==> config.mk <==
export PLATFORM = sky130hd
export DESIGN_NAME = multicycle_ctrl
export DESIGN_NICKNAME = d
export VERILOG_FILES = /design/src/rtl/ctrl_pkg.sv /design/src/rtl/mem_wait_timer.sv /design/src/rtl/multicycle_ctrl.sv
export SDC_FILE = /design/constraint.sdc
export NUM_CORES = 1
export LEC_CHECK = 0
export ABC_CLOCK_PERIOD_IN_PS = 1700
export CAP_MARGIN = 25
export CORE_AREA = 2 2 49 51
export DETAILED_ROUTE_END_ITERATION = 10
export DIE_AREA = 0 0 51 53
export MAX_ROUTING_LAYER = met4
export PLACE_DENSITY = 0.77
export SLEW_MARGIN = 20
export SYNTH_ARGS = -nofsm -noshare
export SYNTH_HDL_FRONTEND = slang
export SYNTH_SLANG_ARGS = --single-unit
==> constraint.sdc <==
create_clock -name clk -period 1.7 [get_ports clk]
set_input_delay 0.255 -clock clk [delete_from_list [all_inputs] [get_ports clk]]
set_output_delay 0.255 -clock clk [all_outputs]
set_load 0.1 [all_outputs]
==> src/rtl/ctrl_pkg.sv <==
`default_nettype none
// ============================================================================
// Module      : ctrl_pkg
// Description : Shared opcodes, state encoding and mux-select encodings for the
//               RV64 multicycle control path.
// Revision    : 1.0 - initial release
// ============================================================================
package ctrl_pkg;

    localparam logic [6:0] OP_LOAD   = 7'b0000011;
    localparam logic [6:0] OP_STORE  = 7'b0100011;
    localparam logic [6:0] OP_IMM    = 7'b0010011;
    localparam logic [6:0] OP_REG    = 7'b0110011;
    localparam logic [6:0] OP_BRANCH = 7'b1100011;

    typedef enum logic [3:0] {
        S_FETCH    = 4'd0,
        S_DECODE   = 4'd1,
        S_MEM_ADDR = 4'd2,
        S_MEM_RD   = 4'd3,
        S_LD_WB    = 4'd4,
        S_MEM_WR   = 4'd5,
        S_EXEC_R   = 4'd6,
        S_EXEC_I   = 4'd7,
        S_ALU_WB   = 4'd8,
        S_BRANCH   = 4'd9,
        S_TRAP     = 4'd10
    } state_t;

    localparam logic [1:0] c_ALU_ADD   = 2'b00;
    localparam logic [1:0] c_ALU_SUB   = 2'b01;
    localparam logic [1:0] c_ALU_RTYPE = 2'b10;
    localparam logic [1:0] c_ALU_ITYPE = 2'b11;

    localparam logic [1:0] c_SRCB_RS2  = 2'b00;
    localparam logic [1:0] c_SRCB_FOUR = 2'b01;
    localparam logic [1:0] c_SRCB_IMM  = 2'b10;

    // Dispatch out of DECODE; unsupported opcodes go straight to TRAP.
    function automatic state_t decode_next(input logic [6:0] op);
        case (op)
            OP_LOAD, OP_STORE: decode_next = S_MEM_ADDR;
            OP_IMM:            decode_next = S_EXEC_I;
            OP_REG:            decode_next = S_EXEC_R;
            OP_BRANCH:         decode_next = S_BRANCH;
            default:           decode_next = S_TRAP;
        endcase
    endfunction

endpackage
`default_nettype wire

==> src/rtl/mem_wait_timer.sv <==
`default_nettype none
// ============================================================================
// Module      : mem_wait_timer
// Description : Memory stall counter; flags when the stall count reaches the
//               configured limit. A limit of 0 disables the flag.
// Revision    : 1.0 - initial release
// ============================================================================
module mem_wait_timer #(
    parameter int MEM_TIMEOUT = 255
) (
    input  logic clk,
    input  logic rst,
    input  logic i_clr,
    input  logic i_en,
    output logic o_timeout
);

    localparam int                 c_CNT_W   = (MEM_TIMEOUT > 0) ? $clog2(MEM_TIMEOUT + 1) : 1;
    localparam logic [c_CNT_W-1:0] c_LIMIT   = c_CNT_W'(MEM_TIMEOUT);
    localparam logic               c_ENABLED = (MEM_TIMEOUT > 0);

    logic [c_CNT_W-1:0] r_count;

    // Saturates at the limit so the count never wraps back below it.
    always_ff @(posedge clk) begin
        if (rst || i_clr) begin
            r_count <= '0;
        end else if (i_en && (r_count != c_LIMIT)) begin
            r_count <= r_count + 1'b1;
        end
    end

    assign o_timeout = c_ENABLED && (r_count == c_LIMIT);

endmodule
`default_nettype wire

==> src/rtl/multicycle_ctrl.sv <==
`default_nettype none
// ============================================================================
// Module      : multicycle_ctrl
// Description : Main control FSM of the RV64 multicycle core (ld, sd, addi,
//               beq, R-type) with memory-ready watchdog and sticky trap.
// Revision    : 1.0 - initial release
// ============================================================================
module multicycle_ctrl
    import ctrl_pkg::*;
#(
    parameter int MEM_TIMEOUT = 255
) (
    input  logic       clk,
    input  logic       reset,
    input  logic [6:0] opcode,
    input  logic       alu_zero,
    input  logic       mem_ready,
    output logic       pc_write,
    output logic       ir_write,
    output logic       mem_read,
    output logic       mem_write,
    output logic       i_or_d,
    output logic       reg_write,
    output logic       mem_to_reg,
    output logic       alu_src_a,
    output logic [1:0] alu_src_b,
    output logic [1:0] alu_op,
    output logic       pc_src,
    output logic       instr_retired,
    output logic       trap,
    output logic [3:0] state
);

    state_t r_state;
    state_t w_next;
    logic   w_waiting;
    logic   w_stall;
    logic   w_timeout;

    assign w_waiting = (r_state == S_FETCH) || (r_state == S_MEM_RD) || (r_state == S_MEM_WR);
    assign w_stall   = w_waiting && !mem_ready;

    // Any cycle that is not a stall clears the count, which covers every entry
    // into a waiting state as well as leaving it.
    mem_wait_timer #(
        .MEM_TIMEOUT (MEM_TIMEOUT)
    ) u_timer (
        .clk       (clk),
        .rst       (reset),
        .i_clr     (!w_stall),
        .i_en      (w_stall),
        .o_timeout (w_timeout)
    );

    always_comb begin
        pc_write      = 1'b0;
        ir_write      = 1'b0;
        mem_read      = 1'b0;
        mem_write     = 1'b0;
        i_or_d        = 1'b0;
        reg_write     = 1'b0;
        mem_to_reg    = 1'b0;
        alu_src_a     = 1'b0;
        alu_src_b     = c_SRCB_RS2;
        alu_op        = c_ALU_ADD;
        pc_src        = 1'b0;
        instr_retired = 1'b0;
        trap          = 1'b0;
        w_next        = r_state;

        case (r_state)
            S_FETCH: begin
                mem_read = 1'b1;
                if (mem_ready) begin
                    ir_write  = 1'b1;
                    pc_write  = 1'b1;
                    alu_src_b = c_SRCB_FOUR;
                    w_next    = S_DECODE;
                end
            end
            S_DECODE: begin
                alu_src_b = c_SRCB_IMM;
                w_next    = decode_next(opcode);
            end
            S_MEM_ADDR: begin
                alu_src_a = 1'b1;
                alu_src_b = c_SRCB_IMM;
                w_next    = (opcode == OP_STORE) ? S_MEM_WR : S_MEM_RD;
            end
            S_MEM_RD: begin
                mem_read = 1'b1;
                i_or_d   = 1'b1;
                if (mem_ready) w_next = S_LD_WB;
            end
            S_LD_WB: begin
                reg_write     = 1'b1;
                mem_to_reg    = 1'b1;
                instr_retired = 1'b1;
                w_next        = S_FETCH;
            end
            S_MEM_WR: begin
                mem_write = 1'b1;
                i_or_d    = 1'b1;
                if (mem_ready) begin
                    instr_retired = 1'b1;
                    w_next        = S_FETCH;
                end
            end
            S_EXEC_R: begin
                alu_src_a = 1'b1;
                alu_src_b = c_SRCB_RS2;
                alu_op    = c_ALU_RTYPE;
                w_next    = S_ALU_WB;
            end
            S_EXEC_I: begin
                alu_src_a = 1'b1;
                alu_src_b = c_SRCB_IMM;
                alu_op    = c_ALU_ITYPE;
                w_next    = S_ALU_WB;
            end
            S_ALU_WB: begin
                reg_write     = 1'b1;
                instr_retired = 1'b1;
                w_next        = S_FETCH;
            end
            S_BRANCH: begin
                alu_src_a     = 1'b1;
                alu_src_b     = c_SRCB_RS2;
                alu_op        = c_ALU_SUB;
                instr_retired = 1'b1;
                if (alu_zero) begin
                    pc_write = 1'b1;
                    pc_src   = 1'b1;
                end
                w_next = S_FETCH;
            end
            S_TRAP: begin
                trap = 1'b1;
            end
            default: begin
                trap   = 1'b1;
                w_next = S_TRAP;
            end
        endcase

        // mem_ready in the compare cycle wins because w_stall is then low.
        if (w_stall && w_timeout) w_next = S_TRAP;

        if (reset) begin
            pc_write      = 1'b0;
            ir_write      = 1'b0;
            mem_read      = 1'b0;
            mem_write     = 1'b0;
            i_or_d        = 1'b0;
            reg_write     = 1'b0;
            mem_to_reg    = 1'b0;
            alu_src_a     = 1'b0;
            alu_src_b     = c_SRCB_RS2;
            alu_op        = c_ALU_ADD;
            pc_src        = 1'b0;
            instr_retired = 1'b0;
            trap          = 1'b0;
        end
    end

    always_ff @(posedge clk) begin
        if (reset) begin
            r_state <= S_FETCH;
        end else begin
            r_state <= w_next;
        end
    end

    assign state = reset ? S_FETCH : r_state;

endmodule
`default_nettype wire

==> out/metrics.cfg, run 1 <==
[outcome]
outcome = aborted with a tool error
lastStage = global routing (5_1_grt)
error = [ERROR DPL-0038] Utilization greater than 100%, impossible to legalize

[sta]
worst_endpoint = alu_src_b[1]
endpoint_type = primary output

[logic_synthesis]
ys.flop_type = dfxtp_1
ys_seq_area_share_pct = 24.7
yosysTopAreaCellShare_pct = 24.7
ys_warn_count = 0
synthTopCellsByCount = nor2_1 (19), dfxtp_1 (12), a21oi_1 (9)
ys_types = 41
synth_cells = 133
postSynthAreaPerCell_sq_um = 7.31
synth_edf_count = 0
post-synth-top-count-cell = nor2_1
syn-num-nets = 145
synth_top_cell_by_area = dfxtp_1
syn-cell-area_sq_um = 972
synth_area_leaders = dfxtp_1 (25%), nor2_1 (7.3%), a21oi_1 (4.6%), nor3_1 (4.1%), nor3_2 (4.1%)
async_flop_share_pct = 0
ys_ff_latch = 12

[clocking]
hold_buffers = 0
htree_levels = 1
cts_buffers = 3
cts_num_sinks = 12
clockRootBuffer = clkbuf_4
cts_buffer_depth = 2

[place]
dpl.hpwl_mm = 2.53
port_buffers = 29
dpl_cell_area_sq_um = 1820
place_congestion = 0.844

[floorplan]
die_x_um = 51
start_util_pct = 45.3
io_pins = 30
fp.dieH_um = 53
rows = 17

[global_route]
grt_max_degree = 9

==> cell families after synthesis <==
group	synth area share, %
AOI/OAI and AO/OA	22.0
xor gates and xnor gates	2.70
adders and majority gates	1.29
buffers and inverters	6.82
DFF	24.7
muxes	1.03
and+or+nand+nor	41.4
==> metrics by stage <==
step / worst slack (ps) / setup TNS, ps / instances
detailed placement: -132 / -1530 / 206
CTS: -36.4 / -121 / 223
global placement: -112 / -1000 / 206
floorplan: -362 / -1110 / 133
==> what timing repair did <==
item                       in CTS
buffers inserted               13
gates resized for setup        16
setup endpoints to repair      15
pin swaps                       3
gates cloned                    0
==> run 2: changes to the inputs <==
--- a/config.mk
+++ b/config.mk
@@ -7,11 +7,10 @@
 export LEC_CHECK = 0
 export ABC_CLOCK_PERIOD_IN_PS = 1700
 export CAP_MARGIN = 25
-export CORE_AREA = 2 2 49 51
+export CORE_AREA = 2 2 63 65
 export DETAILED_ROUTE_END_ITERATION = 10
-export DIE_AREA = 0 0 51 53
-export MAX_ROUTING_LAYER = met4
-export PLACE_DENSITY = 0.77
+export DIE_AREA = 0 0 65 67
+export PLACE_DENSITY_LB_ADDON = 0.15
 export SLEW_MARGIN = 20
 export SYNTH_ARGS = -nofsm -noshare
 export SYNTH_HDL_FRONTEND = slang
==> run 2 against run 1 <==
Compared with the run above: the run now ends clean; synthesized cell count stayed put; synthesized area unchanged.
==> out/metrics.cfg, run 2 <==
[outcome]
outcome = finished clean

[drt]
drt-pass1-iter-count = 4
vias_per_cell = 4.96
drc_errors = 0
drt-total-wl_mm = 3.11
drt_iter0_markers = 35
ant_nets = 0
vias = 1200
routedWlPerCell_um = 12.9

[cells_and_area]
multiInputGateArea_sq_um = 915
largestRegisters = u_timer.r_count x8, r_state x4
area_delta_synth_final_pct = 113
largest_reg_flops = 8
fin_cells = 242
diodes = 0
seq_area_sq_um = 255
layout.nets = 207
drive_gt1_share_pct = 53.6
final_core_util_pct = 57.3
final_common_cell = buf_4
largest_register = u_timer.r_count
fill_cells = 313
mostFrequentLayoutCells = buf_4 (33), buf_12 (19), nor2_1 (16)

[logic_synthesis]
synth_top_cell_by_area = dfxtp_1
ys_ff_latch = 12
ys_seq_area_share_pct = 24.7
syn-num-nets = 145
syn-cell-area_sq_um = 972
synth_area_leaders = dfxtp_1 (25%), nor2_1 (7.3%), a21oi_1 (4.6%), nor3_1 (4.1%), nor3_2 (4.1%)
ys_warn_count = 0
postSynthAreaPerCell_sq_um = 7.31
synthTopCellsByCount = nor2_1 (19), dfxtp_1 (12), a21oi_1 (9)
async_flop_share_pct = 0
synth_cells = 133
ys.flop_type = dfxtp_1
yosysTopAreaCellShare_pct = 24.7
post-synth-top-count-cell = nor2_1
ys_types = 41
synth_edf_count = 0

[hold_path]
worstHoldStart = u_timer.r_count[5]$_SDFFE_PP0P_
min_path_type = register to register

[power_and_ir_drop]
peakVddDrop_uv = 562
p_total_mw = 2.75
pwr_density_cell_nw_per_um2 = 1330
p_leak_nw = 0.772

[sta]
max_clock_freq_ghz = 0.590
drv_slew = 0
finalHoldViolations = 0
finalCriticalPeriod_ps = 1690
skew_ps = 4.25
relSlewSlack_pct = 78.3
rsz0062_at_grt = yes
worst_pin_slew_ps = 323
finalCritPeriodShare_pct = 99.7
setup_viol = 0

[setup_path]
r2r_cells = 5
end_kind = output port
crit_arrival_ps = 1440
r2r_start = r_state[3]$_SDFFE_PP0P_
critPathLaunchType = register
ff2ff_setup_slack_ps = 80
worst-path-max-fanout = 5
crit_start = r_state[0]$_SDFFE_PP0P_
r2r-end = r_state[3]$_SDFFE_PP0P_
required_ps = 1440
critical_path.endpoint = pc_write
critPathKind = register to output port

[place]
port_buffers = 29
place_congestion = 0.784
dpl.cell_count = 224
dpl.hpwl_mm = 2.28

[clocking]
clkTransAtPathRegs_ps = 60
htree_levels = 1
cts_num_sinks = 12
clockRootBuffer = clkbuf_8
cts_buffer_depth = 2
clock_latency_ps = 240
hold_buffers = 0
cts_buffers = 3
cts_tree = done

[global_route]
grt_use_total_pct = 15.2
grt_max_degree = 12
grt_first_pass_wirelength_mm = 5.22
grt_pass1_vias = 1199
overflow = 0
antenna_found_initial = 0

[floorplan]
die_x_um = 65
coreArea_sq_um = 3610
io_pins = 30
dieArea_sq_um = 4360
rows = 22
fp.dieH_um = 67
start_util_pct = 27.0

[job]
cap_violations = 0

[run 2: cell counts after synthesis]
Identical to the previous run, type by type.
[run 2: worst min path at each step]
stage          slack, ps                              end  depth (start not counted)
6_report             520  u_timer.r_count[5]$_SDFFE_PP0P_                          2
5_1_grt              550  u_timer.r_count[5]$_SDFFE_PP0P_                          2
4_1_cts              520  u_timer.r_count[5]$_SDFFE_PP0P_                          2
3_5_place_dp         510  u_timer.r_count[5]$_SDFFE_PP0P_                          2
3_3_place_gp         490  u_timer.r_count[5]$_SDFFE_PP0P_                          2
2_1_floorplan        420          r_state[2]$_SDFFE_PP0P_                          3
[run 2: final cells by class]
type | instances | share of cell area, %
clock buffer | 4 | 2.66
multi-input combinational | 107 | 44.2
tap | 48 | 2.91
sequential | 12 | 12.3
timing repair buffer | 65 | 36.7
inverter | 6 | 1.09
[run 2: report_power, final]
part	total [mW]	leakage, nW	internal (mW)	switching [mW]
Clock	0.313	0.0288	0.205	0.109
Sequential	0.414	0.100	0.333	0.0803
Combinational	2.02	0.643	0.883	1.14
[run 2: cell families after synthesis]
kind of cell	share of synthesized area, %
AOI/OAI and AO/OA	22.0
xor gates and xnor gates	2.70
adders and majority gates	1.29
buffers and inverters	6.82
DFF	24.7
muxes	1.03
and+or+nand+nor	41.4
[run 2: what timing repair did]
action / in CTS / in global routing
buffers inserted: 8 / 6
resized for setup: 13 / 12
pin swaps: 0 / 3
cloned: 0 / 0
endpoints found under the setup margin: 11 / 15
[run 2: routing by layer]
layer,up-vias,track usage (%),part of all wire [%]
met5,-,0,0
met4,0,5.59,0.23
met3,2,2.03,4.3
met2,23,29.1,54
met1,570,16.9,41
li1,605,-,-
[run 2: per-stage QoR]
step           cell area (sq um)  hold slack (ps)  setup WS (ps)  TNS (ps)
3_5_place_dp                1820              511           -170     -1780
3_3_place_gp                1820              487           -163     -1820
4_1_cts                     1970              524          -16.0     -16.0
5_1_grt                     2070              545          -40.6     -94.5
2_1_floorplan               1200              415           -362     -1110
6_report                    2070              515           5.50         0
[run 2: critical path: stages (launching register included)]
cell and delay, ps:
dfxtp_4 370, buf_6 130, nand2b_4 90, nor2_4 40, and3_4 170, or2_4 230, buf_12 160
Note: power is estimated with default switching activity, not from simulation.
